[config.mk]
export PLATFORM = sky130hd
export DESIGN_NAME = sequenciador_varredura
export DESIGN_NICKNAME = d
export VERILOG_FILES = /design/src/rtl/sequenciador_varredura.sv
export SDC_FILE = /design/constraint.sdc
export NUM_CORES = 1
export LEC_CHECK = 0
export BUFFER_PORTS_ARGS = -buffer_cell sky130_fd_sc_hd__buf_2
export CORE_ASPECT_RATIO = 1.2
export CORE_MARGIN = 5
export CORE_UTILIZATION = 35
export DETAILED_ROUTE_END_ITERATION = 16
export SYNTH_ARGS = -nofsm -noshare
export SYNTH_HDL_FRONTEND = slang
export SYNTH_SLANG_ARGS = --single-unit
[constraint.sdc]
create_clock -name clk -period 3.25 [get_ports clk]
set_clock_uncertainty 0.2 [all_clocks]
set_input_delay 0.325 -clock clk [delete_from_list [all_inputs] [get_ports clk]]
set_output_delay 0.325 -clock clk [all_outputs]
set_load 0.01 [all_outputs]
[src/rtl/sequenciador_varredura.sv]
// Channel scan sequencer feeding a 3-to-8 decoder: select A, enable E, programmable dwell, blanking gap.
// Optional build macro MASCARA_EN adds a per-channel enable mask input.
module sequenciador_varredura #(
  parameter int DIV_W = 8
) (
  input  logic             clk,
  input  logic             rst,
  input  logic             start,
  input  logic             parar,
  input  logic             pausa,
  input  logic [1:0]       modo,
  input  logic [DIV_W-1:0] periodo,
`ifdef MASCARA_EN
  input  logic [7:0]       mascara,
`endif
  output logic [2:0]       A,
  output logic             E,
  output logic             ocupado,
  output logic             fim
);

  typedef enum logic [1:0] {OCIOSO, VARRE, INTERVALO} estado_t;

  estado_t          estado;
  logic [DIV_W-1:0] cnt;
  logic [DIV_W-1:0] periodo_l;
  logic [1:0]       modo_l;
  logic             sobe;

  logic [7:0] habilita;
  logic [2:0] a_ini;
  logic [2:0] a_prox;
  logic       sobe_prox;
  logic       ultimo;

`ifdef MASCARA_EN
  assign habilita = mascara;
`else
  assign habilita = 8'hFF;
`endif

  assign a_ini = (modo == 2'b11) ? 3'd7 : 3'd0;

  // Next channel and whether the current one closes a single pass
  always_comb begin
    a_prox    = A + 3'd1;
    sobe_prox = sobe;
    ultimo    = 1'b0;
    case (modo_l)
      2'b00: ultimo = (A == 3'd7);
      2'b01: a_prox = A + 3'd1;
      2'b10: begin
        if (sobe) begin
          if (A == 3'd7) begin
            a_prox    = 3'd6;
            sobe_prox = 1'b0;
          end
        end else if (A == 3'd0) begin
          a_prox    = 3'd1;
          sobe_prox = 1'b1;
        end else begin
          a_prox = A - 3'd1;
        end
      end
      default: begin
        a_prox = A - 3'd1;
        ultimo = (A == 3'd0);
      end
    endcase
  end

  always_ff @(posedge clk or posedge rst) begin
    if (rst) begin
      estado    <= OCIOSO;
      A         <= 3'd0;
      E         <= 1'b0;
      ocupado   <= 1'b0;
      fim       <= 1'b0;
      cnt       <= '0;
      sobe      <= 1'b1;
      modo_l    <= 2'b00;
      periodo_l <= '0;
    end else if (parar) begin
      estado  <= OCIOSO;
      E       <= 1'b0;
      ocupado <= 1'b0;
      fim     <= 1'b0;
    end else if (pausa) begin
      fim <= 1'b0;
    end else begin
      case (estado)
        OCIOSO: begin
          E       <= 1'b0;
          ocupado <= 1'b0;
          fim     <= 1'b0;
          if (start) begin
            modo_l    <= modo;
            periodo_l <= periodo;
            A         <= a_ini;
            cnt       <= '0;
            sobe      <= 1'b1;
            estado    <= VARRE;
            E         <= habilita[a_ini];
            ocupado   <= 1'b1;
          end
        end
        VARRE: begin
          E <= habilita[A];
          if (cnt == periodo_l) begin
            cnt    <= '0;
            estado <= INTERVALO;
            E      <= 1'b0;
            fim    <= ultimo;
          end else begin
            cnt <= cnt + 1'b1;
          end
        end
        INTERVALO: begin
          fim <= 1'b0;
          // A only moves when the gap ends so the decoder never sees a select change while enabled
          if (ultimo) begin
            estado  <= OCIOSO;
            ocupado <= 1'b0;
          end else begin
            A      <= a_prox;
            sobe   <= sobe_prox;
            estado <= VARRE;
            E      <= habilita[a_prox];
          end
        end
        default: estado <= OCIOSO;
      endcase
    end
  end

endmodule

# Word level (Yosys, flattened, before mapping)
# Memory sizes are Yosys's and may differ from the RTL's.
# Cells that the tools add are included.
# Widths: inputs -> output; s select.
word_totals:
  ff_bits: 27
  romBits: 24
  inputBits: 15
  output_inout_bits: 6
  mem_count: 3
mem_list:
  columns: ["memory", "depth", "word_bits", "rd", "rd_ports_with_merged_regs", "write_ports", "line", "text"]
  rows:
  - ["(no name shown)", 8, 1, 1, 0, 0, "128", "E <= habilita[a_prox];"]
  - ["(no name shown)", 8, 1, 1, 0, 0, "108", "E <= habilita[A];"]
  - ["(no name shown)", 8, 1, 1, 0, 0, "103", "E <= habilita[a_ini];"]
classes:
  n_addsub: 3
  order_cmp: 3
  eq_ne: 16
  mux: 43
  bitwise_logic: 2
  reduce_logical: 19
op_table:
  columns: ["op", "n"]
  rows:
  - ["$mux 1", 22]
  - ["$mux 3", 6]
  - ["$mux 8", 2]
  - ["$pmux 8 s2", 1]
  - ["$lt 3x4->1 const B", 3]
  - ["$ne 3x3->1 const B", 4]
  - ["$pmux 3 s2", 2]
  - ["$reduce_and 3->1", 3]
  - ["$add 8x1->8 const B", 1]
  - ["$eq 8x8->1", 1]
  - ["$mux 2", 4]
  - ["$pmux 1 s2", 4]
  - ["$reduce_and 4->1", 2]
  - ["$reduce_bool 4->1", 2]
  - ["$eq 2x2->1 const B", 3]
  - ["$ne 2x2->1 const B", 3]
  - ["$pmux 2 s3", 1]
  - ["$reduce_and 6->1", 1]
  - ["$reduce_or 2->1", 3]
  - ["$reduce_and 5->1", 1]
  - ["$eq 2x1->1 const B", 2]
  - ["$logic_not 2->1", 2]
  - ["$ne 4x4->1 const B", 1]
  - ["$reduce_bool 2->1", 2]
  - ["9 further kinds", 10]

# Depth between registers and ports, before layout
logic_depth:
  word_depth: 10
  mapped_depth: 8
  depth_no_buf: 7

# Worst setup path after synthesis
# Ideal clock, no wire load.
synth_path:
  kind: "register to register"
  start: "register estado[0]"
  end: "register modo_l[1]"
  setup_ns: 0.125
  arrival_time_ns: 1.784
  t_required_ns: 2.925
  slack_ns: 1.141
  stages_incl_launch_ff: 7
  synth_period_minus_slack_ns: 2.109
  cell_sequence: "dfrtp_1 > inv_1 > ha_1 > inv_1 > nor4b_1 > buf_2 > mux2_2"
synth_via:
  elab_chain_cells: 2
synth_rtl:
  columns: ["element", "line", "text"]
  rows:
  - ["start, declared", "24", "estado_t estado;"]
  - ["start signal, assigned", "74", "estado <= OCIOSO;"]
  - ["start signal, assigned", "84", "estado <= OCIOSO;"]
  - ["start signal, assigned", "102", "estado <= VARRE;"]
  - ["$logic_not 2->1", "91", "case (estado)"]
  - ["$reduce_and 4->1 (no line)", null, null]
  - ["end signal, assigned", "97", "modo_l <= modo;"]
  - ["end, declared", "27", "logic [1:0] modo_l;"]
# No other way between the ends.
# A chain may end at the register's enable or synchronous reset.

# Final worst setup path
layout_path:
  start: "register estado[0]"
  end: "register cnt[0]"
layout_via:
  elab_chain_cells: 3
  word_cells_on_any_way: 6
  classes_between: "2 x eq/ne; 1 x mux; 3 x reduce/logical"
layout_rtl:
  columns: ["element", "line", "text"]
  rows:
  - ["$eq 2x1->1 / $logic_not 2->1 (equally long branches)", "91", null]
  - ["$reduce_bool 2->1 (no line) / $ne 2x2->1 (equally long branches)", null, null]
  - ["$reduce_and 4->1 (no line)", null, null]
  - ["end signal, assigned", "115", "cnt <= cnt + 1'b1;"]
  - ["end, declared", "25", "logic [DIV_W-1:0] cnt;"]
# Several ways; a longest one is shown, not always the timed one.

==> impl_metrics.yaml <==
run_status:
  outcome: "complete, no violations"
floorplanning:
  core_sq_mm: 0.00483
  rows: 28
  fp.dieArea_sq_mm: 0.00641
  dieHeight_um: 86.7
  dieWidth_um: 73.9
  initial_core_util_pct: 35.5
  ios: 21
synth:
  ys_types: 44
  synth_top_family_by_area: "compound AO/OA/AOI/OAI gates"
  synth-xor-area-share_pct: 4.59
  ys.flop_type: "dfrtp_1"
  syn_inst: 174
  synth.area.mux_share_pct: 8.38
  async_flop_share_pct: 100
  ys_seq_area_share_pct: 39.4
  synthAdderAreaFrac_pct: 8.02
  synth_edf_count: 0
  syn_area_sq_mm: 0.00172
  yosysWarnings: 0
  synth-compound-area-share_pct: 19.6
  avgSynthCellArea_sq_um: 9.87
  synth_fp_nets: 200
  ys_ff_latch: 27
  synth_simple_gate_area_share_pct: 16.1
grt:
  antenna_found_initial: 0
  track_usage_pct: 12.8
  grt_pass1_vias: 1350
  grt_pass1_wl_um: 6460
  grt_max_degree: 28
  overflow: 0
clock_tree:
  clockRootBuffer: "clkbuf_8"
  hold_buffers: 0
  cts_sinks: 27
  insertion_delay_ns: 0.27
  post_cts_resized: 0
  cts_tree: "yes"
  cts.path.max_buffers: 2
  clkTransAtPathRegs_ns: 0.10
  htreeDepth: 1
  cts_setup_buffers: 0
  cts_buffers: 3
worst_setup_path:
  critPathLaunchType: "flop"
  reg2reg_from: "estado[0]"
  crit_arrival_ns: 2.23
  cp_cell_sequence: "inv_1, ha_1, mux2i_1, or3_1, nor2_1, mux2_2"
  crit_fanout: 7
  cp.required_ns: 3.27
  crit_buf_inv: 1
  critPathMaxStageDelay_ns: 0.43
  cp_top_family: "simple AND/OR/NAND/NOR gates"
  r2r-end: "cnt[0]"
  critPathKind: "reg -> reg"
  ff2ff_setup_slack_ns: 1.03
  crit_slowest_cell: "dfrtp_1"
  end_kind: "flop"
  rr_worst_depth: 6
final_layout:
  area_growth_syn_to_layout_pct: 12.4
  mostFrequentLayoutCells: "dfrtp_1 (26), buf_2 (20), nand2_1 (13)"
  drive_gt1_share_pct: 24.4
  register_area_sq_um: 677
  nets: 220
  multi_input_comb_area_sq_um: 980
  num_antenna_cells: 0
  fillers: 493
  final_common_cell: "dfrtp_1"
sta:
  drv_slew: 0
  fin_crit_sh_pct: 68.2
  worst_pin_slew_ns: 1.04
  setup_viol: 0
  period_minus_slack_ns: 2.22
  holdWs_ns: 0.0755
  setup_tns_ns: 0
  timing.fmax_ghz: 0.451
  grt_setup_unrepaired: "no"
  maxSlewHeadroom_pct: 30.5
  hold_viol: 0
place:
  dp_hpwl_um: 2830
  gp_congestion: 0.851
  io_buffers: 20
detailed_routing:
  wl_per_cell_um: 14.7
  drc_errors: 0
  num_vias: 1341
  first_pass_iters: 4
  routed_wl_um: 3720
  drtIter0Drc: 28
  drt-vias-per-instance: 5.30
  drt.antenna.violating_nets: 0
min_path:
  holdPathStages: 2
  hold_end: "periodo_l[7]"
  min_path_type: "in -> reg"
  hp-start: "periodo[7]"
power:
  power_leakage_nw: 0.871
  ir_drop_mv: 0.285
  power_density_mw_per_mm2: 548
  total_power_mw: 1.06
job:
  cap_violations: 0
## worst max path at each step
| stage | startpoint | cells past startpoint | to | slack [ns] |
|---|---|---|---|---|
| 2_1_floorplan | estado[0] | 6 | modo_l[1] | 1.14 |
| 3_3_place_gp | estado[0] | 7 | sobe | 1.06 |
| 3_5_place_dp | estado[0] | 6 | cnt[0] | 1.05 |
| 4_1_cts | estado[0] | 6 | cnt[0] | 1.03 |
| 5_1_grt | estado[1] | 6 | cnt[0] | 0.90 |
| 6_report | estado[0] | 6 | cnt[0] | 1.03 |
## power breakdown
part	switching (mW)	internal [mW]
Combinational	0.203	0.179
Sequential	0.0767	0.403
Clock	0.109	0.0870
Total	0.388	0.669
## cell usage after synthesis (all sizes together) (4+ instances only)
master	n	area, sq um
dfrtp	26	651
nand2	13	48.8
o21ai	12	60.1
ha	11	138
inv	11	41.3
mux2	11	124
a21oi	9	48.8
nor2	9	33.8
xnor2	8	70.1
a22o	4	38.8
nand3	4	20.0
nor2b	4	25.0
nor3	4	20.0
## sequential cells by signal (all words and copies together), names as in the netlist
register / count
cnt: 8
periodo_l: 8
A: 3
estado: 2
modo_l: 2
E: 1
fim: 1
ocupado: 1
sobe: 1
## cell type report
cell class	count	share of cell area (%)
Tap cell	60	3.89
Timing Repair Buffer	21	5.58
Sequential cell	27	35.1
Clock inverter	1	0.389
Clock buffer	3	2.14
Inverter	11	2.14
Multi-Input combinational cell	130	50.8
## per-layer routing
layer / track usage [%] / share of wire (%) / wire, um / vias to the layer above
li1: - / - / - / 665
met1: 16.9 / 46 / 1700 / 650
met2: 21.4 / 49 / 1840 / 22
met3: 1.86 / 3.8 / 140 / 4
met4: 3.79 / 1.0 / 38 / 0
met5: 0 / 0 / 0 / -
## kinds of logic after synthesis
family,count (synthesis)
multiplexers,13
AND/OR/NAND/NOR,52
flip-flops,27
AO/OA/AOI/OAI,45
adder cells (fa/ha/maj),11
buffers and inverters,17
XOR/XNOR,9
## through the flow
stage | cell area (sq um) | util, % | setup WS [ns] | std cells
6_report | 1930 | 39.9 | 1.03 | 253
5_1_grt | 1930 | 39.9 | 0.904 | 253
4_1_cts | 1930 | 39.9 | 1.03 | 253
3_5_place_dp | 1880 | 38.9 | 1.05 | 249
3_3_place_gp | 1880 | 38.9 | 1.06 | 249
2_1_floorplan | 1720 | - | 1.14 | 174
No activity file was read; power rests on OpenSTA's default activity.
